`config.mk`:
```
export PLATFORM = sky130hd
export DESIGN_NAME = pulse_stretcher
export DESIGN_NICKNAME = d
export VERILOG_FILES = /design/src/rtl/pulse_stretcher.sv
export SDC_FILE = /design/constraint.sdc
export NUM_CORES = 1
export LEC_CHECK = 0
export CORE_ASPECT_RATIO = 0.6
export CORE_MARGIN = 3
export CORE_UTILIZATION = 40
export CTS_CLUSTER_DIAMETER = 40
export CTS_CLUSTER_SIZE = 28
export DETAILED_ROUTE_END_ITERATION = 12
export PLACE_DENSITY = 0.65
export SYNTH_ARGS = -nofsm -noshare
export SYNTH_HDL_FRONTEND = slang
export SYNTH_SLANG_ARGS = --single-unit
```
`constraint.sdc`:
```
create_clock -name clk -period 5.15 [get_ports clk]
set_input_delay 1.03 -clock clk [delete_from_list [all_inputs] [get_ports clk]]
set_output_delay 1.03 -clock clk [all_outputs]
set_load 0.01 [all_outputs]
```
`src/rtl/pulse_stretcher.sv`:
```
// Stretches a one-cycle trigger into a level held for HOLD_CYCLES clocks,
// optionally followed by a GAP_CYCLES lockout during which triggers are dropped.
module pulse_stretcher #(
    parameter int HOLD_CYCLES = 50_000_000,
    parameter int GAP_CYCLES  = 0,
    parameter bit RETRIGGER   = 1'b1,
    localparam int CNT_W      = $clog2(HOLD_CYCLES + 1)
) (
    input  logic             clk,
    input  logic             reset,
    input  logic             in,
    output logic             out,
    output logic             busy,
    output logic [CNT_W-1:0] remaining,
    output logic             dropped
);

    // The shared counter must also hold GAP_CYCLES-1, which may exceed the hold length.
    localparam int MAX_CNT = (GAP_CYCLES > HOLD_CYCLES) ? GAP_CYCLES : HOLD_CYCLES;
    localparam int CTR_W   = $clog2(MAX_CNT + 1);

    localparam logic [CTR_W-1:0] HOLD_LOAD = CTR_W'(HOLD_CYCLES - 1);
    localparam logic [CTR_W-1:0] GAP_LOAD  = CTR_W'((GAP_CYCLES > 0) ? GAP_CYCLES - 1 : 0);
    localparam logic [CNT_W-1:0] HOLD_REM  = CNT_W'(HOLD_CYCLES);

    if (HOLD_CYCLES < 1) begin : g_badHold
        $fatal(1, "pulse_stretcher: HOLD_CYCLES must be >= 1");
    end
    if (GAP_CYCLES < 0) begin : g_badGap
        $fatal(1, "pulse_stretcher: GAP_CYCLES must be >= 0");
    end

    typedef enum logic [1:0] {
        S_IDLE,
        S_HOLD,
        S_GAP
    } state_t;

    state_t             r_state;
    logic [CTR_W-1:0]   r_cnt;
    logic               r_out;
    logic               r_busy;
    logic [CNT_W-1:0]   r_remaining;
    logic               r_dropped;

    logic               w_cntZero;
    logic               w_reload;

    assign w_cntZero = (r_cnt == '0);
    // Back-to-back acceptance at the end of a hold with no lockout wins over RETRIGGER=0.
    assign w_reload  = in && ((w_cntZero && (GAP_CYCLES == 0)) || RETRIGGER);

    always_ff @(posedge clk or negedge reset) begin
        if (!reset) begin
            r_state     <= S_IDLE;
            r_cnt       <= '0;
            r_out       <= 1'b0;
            r_busy      <= 1'b0;
            r_remaining <= '0;
            r_dropped   <= 1'b0;
        end else begin
            r_dropped <= 1'b0;
            case (r_state)
                S_IDLE: begin
                    if (in) begin
                        r_state     <= S_HOLD;
                        r_cnt       <= HOLD_LOAD;
                        r_out       <= 1'b1;
                        r_busy      <= 1'b1;
                        r_remaining <= HOLD_REM;
                    end
                end

                S_HOLD: begin
                    if (w_reload) begin
                        r_cnt       <= HOLD_LOAD;
                        r_remaining <= HOLD_REM;
                    end else begin
                        if (in) begin
                            r_dropped <= 1'b1;
                        end
                        if (w_cntZero) begin
                            r_out       <= 1'b0;
                            r_remaining <= '0;
                            if (GAP_CYCLES > 0) begin
                                r_state <= S_GAP;
                                r_cnt   <= GAP_LOAD;
                                r_busy  <= 1'b1;
                            end else begin
                                r_state <= S_IDLE;
                                r_busy  <= 1'b0;
                            end
                        end else begin
                            r_cnt       <= r_cnt - CTR_W'(1);
                            r_remaining <= r_remaining - CNT_W'(1);
                        end
                    end
                end

                S_GAP: begin
                    if (in) begin
                        r_dropped <= 1'b1;
                    end
                    if (w_cntZero) begin
                        r_state <= S_IDLE;
                        r_busy  <= 1'b0;
                    end else begin
                        r_cnt <= r_cnt - CTR_W'(1);
                    end
                end

                default: begin
                    r_state     <= S_IDLE;
                    r_cnt       <= '0;
                    r_out       <= 1'b0;
                    r_busy      <= 1'b0;
                    r_remaining <= '0;
                end
            endcase
        end
    end

    assign out       = r_out;
    assign busy      = r_busy;
    assign remaining = r_remaining;
    assign dropped   = r_dropped;

endmodule

```
Word-level counts from Yosys, hierarchy flattened
Cells that the tools add are included.

storage, ports and cells
  register bits = 57
  bits in latches = 0
  memory bits (writable) = 0
  memory bits (read-only) = 0
  input bits = 3
  output and inout bits = 29
  word-level logic and storage cells = 40
  memories = 0

operators by class
  add/sub/neg operators = 2
  multipliers = 0
  div/mod/pow operators = 0
  magnitude comparators = 0
  equality and inequality tests = 5
  shift operators = 0
  mux-type cells = 21
  bitwise logic cells = 1
  reductions and logical operators = 5

operators by type and width
  operator               count
  $mux 26                6
  $pmux 26 s3            2
  $sub 26x1->26 const B  2
  $logic_not 26->1       1
  $mux 1                 7
  $mux 2                 3
  $ne 2x2->1 const B     3
  $pmux 1 s3             2
  $pmux 2 s3             1
  $reduce_and 2->1       2
  $reduce_and 4->1       1
  $eq 2x1->1 const B     1
  $eq 2x2->1 const B     1
  $logic_not 2->1        1
  $not 1->1              1

Longest topological paths before layout
  word-level depth = 4
  mapped depth = 9
  depth with buffers taken out = 7

Least setup slack after synthesis
No wires, ideal clock.

  kind = register to register
  start = register r_remaining[6], in the netlist remaining[6]
  end = register r_remaining[19], in the netlist remaining[19]
  setup time = 118 ps
  data arrival time = 2428 ps
  data required time = 5032 ps
  setup slack = 2604 ps
  cell stages (with the launch flop) = 7
  path buffers = 1
  clock period less this slack = 2546 ps
  cell sequence = dfrtp_1 -> or4_4 -> or4_4 -> buf_6 -> or4_4 -> xnor2_2 -> a21o_1

between the ends
  cells in the longest elaborated chain, start to end = 4

ends and longest elaborated chain
  element                 line  RTL
  from (decl)             43    logic [CNT_W-1:0] r_remaining;
  from (signal assigned)  95    r_remaining <= r_remaining - CNT_W'(1);
  $sub 26x1->26           95
  $mux 26                 82    if (w_cntZero) begin
  $mux 26                 75    if (w_reload) begin
  $pmux 26 s3             63    case (r_state)

Every way passes these cells.
A chain may end at the register's enable or synchronous reset.

Final worst setup path
  start = register r_cnt[5]
  end = register r_cnt[25]

between the ends
  cells in the longest elaborated chain, start to end = 4
  elaborated cells on any way between the ends = 5
  those cells by class = 1 x add/sub; 3 x mux; 1 x reduce/logical

ends and longest elaborated chain
  element                                            line         RTL
  from (decl)                                        40           logic [CTR_W-1:0] r_cnt;
  from (signal assigned)                             94           r_cnt <= r_cnt - CTR_W'(1);
  from (signal assigned)                             108          r_cnt <= r_cnt - CTR_W'(1);
  $sub 26x1->26 or $logic_not 26->1 (tied branches)  94, 108, 49
  $mux 26 (*)                                        82, 104
  $mux 26                                            75
  $pmux 26 s3 (*)                                    63

Every way passes the cells marked *; elsewhere a longest branch is shown, timed or not.

==> results.py <==
metrics = {
    "cts": {
        "post-cts-setup-buffer-count": 0,
        "clk_pin_slew_worst_paths_ps": 70,
        "cts_resized": 0,
        "numCtsBuffers": 5,
        "cts_hold_buf": 0,
        "htreeDepth": 2,
        "clock-root-buffer": "clkbuf_16",
        "clockBufferDepth": 2,
        "cts_sinks": 53,
        "cts_tree": "built",
        "insertion_delay_ps": 290,
    },
    "pwr": {
        "power_density_mw_per_mm2": 263,
        "ir_drop_uv": 116,
        "power_mw": 0.923,
        "cellLeakagePower_nw": 1.19,
    },
    "grt": {
        "grtUsageMet2": 0.233,
        "grt_start_max_net_pins": 54,
        "gr-total-overflow": 0,
        "grt_util_met3": 0.0446,
        "busiest_layer": "met1",
        "grt_pass1_wl_um": 13100,
        "antenna_found_initial": 0,
        "grt_use_total": 0.192,
        "grt_use_met1": 0.326,
        "grt_pass1_vias": 2419,
    },
    "outcome": {
        "status": "finished, final reports clean",
    },
    "synth": {
        "synth_cells": 317,
        "synth-edff-count": 0,
        "yosysTopAreaCellShare": 0.438,
        "syn_area_mm2": 0.00303,
        "avgSynthCellArea_um2": 9.56,
        "synth_ff_type": "dfrtp_1",
        "yosysMostFrequentCell": "dfrtp_1",
        "ys_warn_count": 0,
        "synth_area_leaders": "dfrtp_1, nor2_1, or3_1",
        "ys_ff_latch": 53,
        "async_flop_share": 1.00,
        "synth-seq-area-share": 0.438,
        "yosys.cell_types.count": 63,
        "synthTopCellsByCount": "dfrtp_1, nor2_1, nand2_1",
        "synthesis.nets": 323,
        "yosys.area.top_type": "dfrtp_1",
    },
    "timing": {
        "tightest_slew_ps": 1140,
        "tns_ps": 0,
        "fmax_mhz": 320,
        "maxSlewHeadroom": 0.230,
        "period_needed_ps": 3130,
        "rsz0062_at_grt": "no",
        "setup_viol": 0,
        "slew_violations": 0,
        "skew_ps": 5.17,
        "fin_crit_sh": 0.607,
        "hold_violations": 0,
    },
    "routing": {
        "wire_per_inst_um": 18.1,
        "dr.pass1.iters": 5,
        "via_per_inst": 6.05,
        "wl_um": 7960,
        "num_vias": 2656,
        "drt-initial-drc-count": 299,
        "drc_errors": 0,
        "postRouteAntennaNets": 0,
    },
    "finish": {
        "fin_cells": 439,
        "multiInputGateArea_mm2": 0.00157,
        "area_growth_pct": 15.6,
        "layout.nets": 344,
        "fillers": 663,
        "drive_gt1_frac": 0.0826,
        "seq_area_mm2": 0.00133,
        "num_antenna_cells": 0,
    },
    "die": {
        "die_width_um": 118,
        "start_util": 0.433,
        "rows": 23,
        "die_y_um": 73.4,
        "io_pins": 32,
        "core_area_mm2": 0.00699,
        "dieArea_mm2": 0.00869,
    },
    "setup_path": {
        "cp.required_ps": 5370,
        "setup.worst_path.class": "register to register",
        "cp-end-kind": "register",
        "start_kind": "register",
        "worstPathMaxFanout": 10,
        "cp.arrival_ps": 3350,
    },
    "placed_design": {
        "dp_cells": 431,
        "place_congestion": 0.842,
        "place_hpwl_um": 5530,
        "numPortBuffers": 30,
    },
    "hold_path": {
        "hold_class": "register to register",
    },
    "run": {
        "cap_violations": 0,
    },
}
==> report_power, final <==
group          switching (mW)  internal, mW
registers              0.0320         0.434
logic                  0.0662        0.0585
clock network           0.151         0.182
==> critical path: stages, from the launching register on <==
cell and delay [ps]:
dfrtp_1 440, or4_1 630, nor4_1 680, nand2_1 400
nor4_1 650, mux2i_1 240
==> per-stage QoR <==
step	util	setup slack [ps]	cell area [um^2]	hold WS [ps]
global route	0.501	1850	3500	558
CTS	0.501	2130	3500	513
floorplan	-	2600	3030	479
detailed placement	0.481	2120	3370	503
finish	0.501	2020	3500	522
global placement	0.481	2170	3370	505
==> final cells by class <==
type                    instances  share of cell area
clock buffers                   8              0.0389
inverters                       9             0.00964
multi-input cells             237               0.449
flip-flops and latches         53               0.379
well taps                     100              0.0357
repair buffers                 32              0.0886
==> flip-flops by register name, indices dropped and copies added, names as in the netlist <==
name and cells:
out 1, r_cnt 26, remaining 26
==> cells by family (layout without fill, tap and decap cells) <==
kind of cell,after synthesis,in the layout,share of synthesized area
buf+inv,27,49,0.0438
flops,53,53,0.438
other cells,1,1,0.00124
mux,4,4,0.0136
compound gates,80,80,0.185
simple gates,136,136,0.266
fa+ha+maj,3,3,0.0124
xor+xnor,13,13,0.0401
==> placed cells by master, fill, tap and decap left out, types with 8 or more instances in the layout <==
| master | count |
|---|---|
| a21oi_1 | 12 |
| clkdlybuf4s50_1 | 29 |
| dfrtp_1 | 53 |
| inv_1 | 8 |
| nand2_1 | 20 |
| nor2_1 | 28 |
| nor3_1 | 9 |
| nor4_1 | 13 |
| o21ai_0 | 16 |
| or3_1 | 15 |
| or4_1 | 9 |
==> worst paths after layout <==
kind	slack, ps	startpoint	endpoint	cells past startpoint
max in group asynchronous	3830	reset	r_cnt[11]$_DFFE_PN0P_	2
max	2020	r_cnt[5]$_DFFE_PN0P_	r_cnt[25]$_DFFE_PN0P_	5
min in group asynchronous	860	reset	r_cnt[4]$_DFFE_PN0P_	2
min	520	remaining[18]$_DFFE_PN0P_	remaining[18]$_DFFE_PN0P_	1
min reg2reg	520	remaining[18]$_DFFE_PN0P_	remaining[18]$_DFFE_PN0P_	1
max reg2reg	2020	r_cnt[5]$_DFFE_PN0P_	r_cnt[25]$_DFFE_PN0P_	5
==> layer usage <==
| metal | wire, um | vias to the layer above |
|---|---|---|
| li1 | - | 1238 |
| met1 | 4430 | 1296 |
| met2 | 2890 | 115 |
| met3 | 572 | 7 |
| met4 | 61 | 0 |
| met5 | 0 | - |
Power figures use the tool's default switching activity.
